**config.mk**
```make
export PLATFORM = sky130hd
export DESIGN_NAME = gray_conv_sched
export DESIGN_NICKNAME = d
export VERILOG_FILES = /design/src/rtl/gray_conv_pkg.sv /design/src/rtl/gray_conv_sched_arb.sv /design/src/rtl/gray_conv_sched.sv
export SDC_FILE = /design/constraint.sdc
export NUM_CORES = 1
export LEC_CHECK = 0
export ABC_AREA = 1
export BUFFER_PORTS_ARGS = -buffer_cell sky130_fd_sc_hd__buf_2
export CAP_MARGIN = 15
export CORE_MARGIN = 2
export CORE_UTILIZATION = 31
export DETAILED_ROUTE_END_ITERATION = 10
export SKIP_CTS_REPAIR_TIMING = 1
export SLEW_MARGIN = 20
export SYNTH_ARGS = -nofsm -noshare
export SYNTH_HDL_FRONTEND = slang
export SYNTH_SLANG_ARGS = --single-unit
```
**constraint.sdc**
```tcl
create_clock -name clk -period 1.4 [get_ports clk]
set_input_delay 0 -clock clk [delete_from_list [all_inputs] [get_ports clk]]
set_output_delay 0 -clock clk [all_outputs]
set_load 0.01 [all_outputs]
```
**src/rtl/gray_conv_pkg.sv**
```systemverilog
// Shared state type, source-ID width and a Gray-to-binary reference helper
// for the shared bit-serial converter.
package gray_conv_pkg;

  typedef enum logic [1:0] {
    ST_IDLE = 2'd0,
    ST_CONV = 2'd1,
    ST_DONE = 2'd2
  } state_e;

  localparam int SRC_W = 1;

  // Each binary bit is the XOR of all Gray bits at or above it; narrower words
  // are zero-extended so the upper bits do not disturb the result.
  function automatic logic [31:0] gray_to_bin(input logic [31:0] g);
    logic [31:0] b;
    b = g;
    for (int i = 30; i >= 0; i--) begin
      b[i] = b[i+1] ^ g[i];
    end
    return b;
  endfunction

endpackage

```
**src/rtl/gray_conv_sched_arb.sv**
```systemverilog
// Two-way round-robin arbiter: a lone requester always wins, and on contention
// rr_i picks the winner. Purely combinational; the pointer lives in the parent.
module gray_rr_arb2 (
  input  logic [1:0] valid_i,
  input  logic       rr_i,
  output logic [1:0] grant_o
);

  always_comb begin
    grant_o = valid_i;
    if (valid_i == 2'b11) begin
      grant_o = rr_i ? 2'b10 : 2'b01;
    end
  end

endmodule

```
**src/rtl/gray_conv_sched.sv**
```systemverilog
// Bit-serial Gray-to-binary converter shared by two requesters through a
// round-robin grant; converts MSB-first, one bit per cycle.
//
//   state   | meaning
//   --------+--------------------------------------------------------------
//   ST_IDLE | waiting for a request; grant drives the ready of the winner
//   ST_CONV | producing one binary bit per cycle, idx counting down to 0
//   ST_DONE | result presented on out_valid until the consumer takes it
module gray_conv_sched
  import gray_conv_pkg::*;
#(
  parameter int WIDTH = 4
) (
  input  logic             clk,
  input  logic             rst_n,
  input  logic             req0_valid,
  input  logic [WIDTH-1:0] req0_gray,
  output logic             req0_ready,
  input  logic             req1_valid,
  input  logic [WIDTH-1:0] req1_gray,
  output logic             req1_ready,
  output logic             out_valid,
  output logic [WIDTH-1:0] out_bin,
  output logic             out_src,
  input  logic             out_ready,
  output logic             busy
);

  localparam int IDX_W = $clog2(WIDTH);
  localparam logic [IDX_W-1:0] IDX_MSB = IDX_W'(WIDTH - 1);

  state_e             state_q;
  logic               rr_q;
  logic [WIDTH-1:0]   gray_q;
  logic [WIDTH-1:0]   bin_q;
  logic [IDX_W-1:0]   idx_q;
  logic               acc_q;
  logic [SRC_W-1:0]   src_q;
  logic [1:0]         grant;
  logic               conv_bit_d;

  gray_rr_arb2 u_arb (
    .valid_i (req1_valid ? {1'b1, req0_valid} : {1'b0, req0_valid}),
    .rr_i    (rr_q),
    .grant_o (grant)
  );

  // Readies are held low while reset is asserted, whatever the inputs do.
  assign req0_ready = rst_n & (state_q == ST_IDLE) & grant[0];
  assign req1_ready = rst_n & (state_q == ST_IDLE) & grant[1];

  // acc_q carries the previously produced (more significant) binary bit,
  // cleared at acceptance so the MSB comes out as the Gray MSB itself.
  assign conv_bit_d = acc_q ^ gray_q[idx_q];

  always_ff @(posedge clk or negedge rst_n) begin
    if (!rst_n) begin
      state_q <= ST_IDLE;
      rr_q    <= 1'b0;
      gray_q  <= '0;
      bin_q   <= '0;
      idx_q   <= '0;
      acc_q   <= 1'b0;
      src_q   <= '0;
    end else begin
      case (state_q)
        ST_IDLE: begin
          if (grant != 2'b00) begin
            gray_q  <= grant[1] ? req1_gray : req0_gray;
            src_q   <= SRC_W'(grant[1]);
            rr_q    <= grant[0];
            idx_q   <= IDX_MSB;
            acc_q   <= 1'b0;
            state_q <= ST_CONV;
          end
        end
        ST_CONV: begin
          bin_q[idx_q] <= conv_bit_d;
          acc_q        <= conv_bit_d;
          if (idx_q == '0) begin
            state_q <= ST_DONE;
          end else begin
            idx_q <= idx_q - 1'b1;
          end
        end
        ST_DONE: begin
          if (out_ready) begin
            state_q <= ST_IDLE;
          end
        end
        default: state_q <= ST_IDLE;
      endcase
    end
  end

  assign out_valid = (state_q == ST_DONE);
  assign busy      = (state_q != ST_IDLE);
  assign out_bin   = bin_q;
  assign out_src   = src_q;

endmodule

```
==> insert_results.sql <==
INSERT INTO impl_metrics (metric_group, metric, value, unit) VALUES
('sta', 'fin_skew', '0.00491', 'ns'),
('drt', 'detailedRoute.firstIterationViolations', '14', ''),
('sta', 'final_hold_viol_count', '0', ''),
('worst_setup_path', 'timing.rr.end', 'out_bin[0]$_DFFE_PN0P_', ''),
('worst_setup_path', 'worstRegToRegCells', '7', ''),
('cts', 'clock_insertion_delay_worst_skew', '0.29', 'ns'),
('worst_setup_path', 'critical_path_peak_fanout', '3', ''),
('synth', 'synth.most_common_cell', 'sky130_fd_sc_hd__nand2_1', ''),
('synth', 'ys_seq_elements', '15', ''),
('sta', 'post-route-min-period', '1.33', 'ns'),
('synth', 'most_used_flip_flop_cell_after_synthesis', 'sky130_fd_sc_hd__dfrtp_1', ''),
('hold_path', 'worstHoldStart', 'req1_gray[3]', ''),
('worst_setup_path', 'critPathArrivalTime', '1.33', 'ns'),
('worst_setup_path', 'endpoint_kind', 'output pin', ''),
('floorplan', 'die_w', '56.3', 'um'),
('cts', 'cts_buffers', '3', ''),
('synth', 'synth_top_family_by_area', 'simple AND/OR/NAND/NOR gates', ''),
('hold_path', 'hold_depth', '3', ''),
('worst_setup_path', 'cp_data_required_time', '1.40', 'ns'),
('synth', 'synth.yosys.seq_area_share', '0.443', ''),
('floorplan', 'coreArea', '2520', 'sq um'),
('synth', 'synthesis.area', '847', 'sq um'),
('place', 'dp.final_hpwl', '1290', 'um'),
('sta', 'fin_worst_hold_slack', '0.00206', 'ns'),
('sta', 'fin_setup_tns', '0', 'ns'),
('drt', 'postRouteAntennaNets', '0', ''),
('place', 'gpl.final_weighted_congestion', '0.780', ''),
('floorplan', 'boundaryPins', '22', ''),
('sta', 'final.period_utilization', '0.949', ''),
('floorplan', 'floorplan.initialDensity', '0.336', ''),
('final_layout', 'syn2layout_area_growth', '26.0', '%'),
('sta', 'worst_pin_slew', '0.282', 'ns'),
('cts', 'worst_setup_hold_path_clk_slew', '0.10', 'ns'),
('synth', 'synth.cells.most_frequent', '24 x sky130_fd_sc_hd__nand2_1, 15 x sky130_fd_sc_hd__dfrtp_1, 15 x sky130_fd_sc_hd__inv_1', ''),
('final_layout', 'multiInputGateArea', '405', 'sq um'),
('grt', 'gr-total-overflow', '0', ''),
('place', 'placement.io_buffers', '21', ''),
('power', 'worst_vdd_rail_ir_drop', '1.10', 'mV'),
('synth', 'synth.area.mux_share', '0', ''),
('synth', 'yosysWarnings', '0', ''),
('synth', 'synth_top_cells_by_area', 'sky130_fd_sc_hd__dfrtp_1 44%, sky130_fd_sc_hd__nand2_1 11%, sky130_fd_sc_hd__inv_1 6.6%, sky130_fd_sc_hd__ha_1 5.9%, sky130_fd_sc_hd__nand3_1 5.3%', ''),
('sta', 'final_critical_path_setup_slack', '0.0718', 'ns'),
('drt', 'routed-via-count', '709', ''),
('cts', 'cts_tree', 'yes', ''),
('synth', 'synth_simple_gate_area_share', '0.291', ''),
('drt', 'detail_route.vias_per_cell', '4.32', ''),
('floorplan', 'row_count', '18', ''),
('cts', 'clock_sinks', '15', ''),
('floorplan', 'die_y', '56.3', 'um'),
('synth', 'postSynthCellCount', '104', ''),
('cts', 'clockBufferDepth', '2', ''),
('sta', 'report.final.slew_viol_count', '0', ''),
('synth', 'postSynth.asyncResetShare', '1.00', ''),
('power', 'static-leakage-power', '0.580', 'nW'),
('synth', 'yosys.area.top_type_share', '0.443', ''),
('final_layout', 'area_taken_by_flip_flops_and_latches', '375', 'sq um'),
('power', 'power_density', '2150', 'nW/um^2'),
('synth', 'synthDistinctLibCells', '18', ''),
('hold_path', 'holdPathEnd', 'gray_q[3]$_DFFE_PN0P_', ''),
('synth', 'syn-num-nets', '121', ''),
('synth', 'synth.largest_area_cell', 'sky130_fd_sc_hd__dfrtp_1', ''),
('drt', 'wl', '1690', 'um'),
('final_layout', 'final_nets', '152', ''),
('drt', 'drc', '0', ''),
('synth', 'synthXorXnorAreaFrac', '0', ''),
('sta', 'timing.max_slew.rel_slack', '0.812', ''),
('sta', 'maxClockFrequency', '753', 'MHz'),
('grt', 'grt_start_max_net_pins', '16', ''),
('sta', 'setup_violation_total_in_the_final_timing_report', '0', ''),
('outcome', 'status', 'finished, final reports clean', ''),
('cts', 'clock-root-buffer', 'sky130_fd_sc_hd__clkbuf_4', '');
-- critical path, cell delays in order, from the launching register on --
cell and delay (ns):
sky130_fd_sc_hd__dfrtp_1 0.42, sky130_fd_sc_hd__nor2_4 0.15, sky130_fd_sc_hd__inv_2 0.04, sky130_fd_sc_hd__or2_1 0.22
sky130_fd_sc_hd__nor2_2 0.08, sky130_fd_sc_hd__buf_2 0.13
-- power by group --
part	internal [W]	switching, W
sequential	0.000651	0.000148
combinational	0.000489	0.000741
clock	0.000111	0.000150
total	0.00125	0.00104
-- logic make-up after synthesis --
kind of cell / Yosys count
buffers and inverters: 19
AO/OA/AOI/OAI: 15
flip-flops: 15
adder cells (fa/ha/maj): 4
AND/OR/NAND/NOR: 51
-- registers in the layout (all words and copies together) (netlist names) --
register	cells
out_bin	4
out_src	1
state_q	2
gray_q	4
idx_q	2
rr_q	1
acc_q	1
-- final cells by class --
class / count / share of cell area
multi-input combinational: 70 / 0.380
tap: 30 / 0.0352
clock buffer: 4 / 0.0246
sequential: 15 / 0.352
timing repair buffer: 27 / 0.145
inverter: 18 / 0.0633
-- placed cells by master, fill, tap and decap left out, drive strengths merged --
master / netlist / routed
dlygate4sd3: 0 / 2
a21oi: 2 / 2
nand3: 10 / 10
buf: 1 / 25
or2: 2 / 2
nand2: 28 / 28
o31ai: 1 / 1
nor2: 11 / 11
dfrtp: 15 / 15
ha: 4 / 4
inv: 18 / 18
o21ai: 12 / 12
clkbuf: 0 / 4
-- stage by stage --
stage,std cells,power (W),util
6_report,164,0.00229,0.423
5_1_grt,164,0.00255,0.423
4_1_cts,161,0.00228,0.407
3_5_place_dp,157,0.00201,0.397
3_3_place_gp,157,0.00196,0.397
2_1_floorplan,104,0.00168,-
-- worst max path at each step --
stage | cells after the start | endpoint | slack [ns] | start
final | 5 | req1_ready | 0.07 | state_q[1]$_DFFE_PN0P_
after global routing | 4 | req1_ready | -0.03 | rr_q$_DFFE_PN0P_
after CTS | 5 | req1_ready | -0.006 | state_q[0]$_DFFE_PN0P_
after detailed placement | 7 | out_bin[0]$_DFFE_PN0P_ | 0.17 | idx_q[1]$_DFFE_PN0P_
after global placement | 5 | idx_q[0]$_DFFE_PN0P_ | 0.23 | state_q[0]$_DFFE_PN0P_
after floorplan | 7 | idx_q[0]$_DFFE_PN0P_ | 0.25 | idx_q[0]$_DFFE_PN0P_
-- per-layer routing --
layer / up-vias / wire (um) / track usage / share of wire
met5: - / 0 / 0 / 0
li1: 382 / - / - / -
met2: 23 / 706 / 0.173 / 0.42
met1: 300 / 845 / 0.159 / 0.50
met4: 0 / 35 / 0.0612 / 0.021
met3: 4 / 102 / 0.0323 / 0.060
No activity file was read; power rests on OpenSTA's default activity.
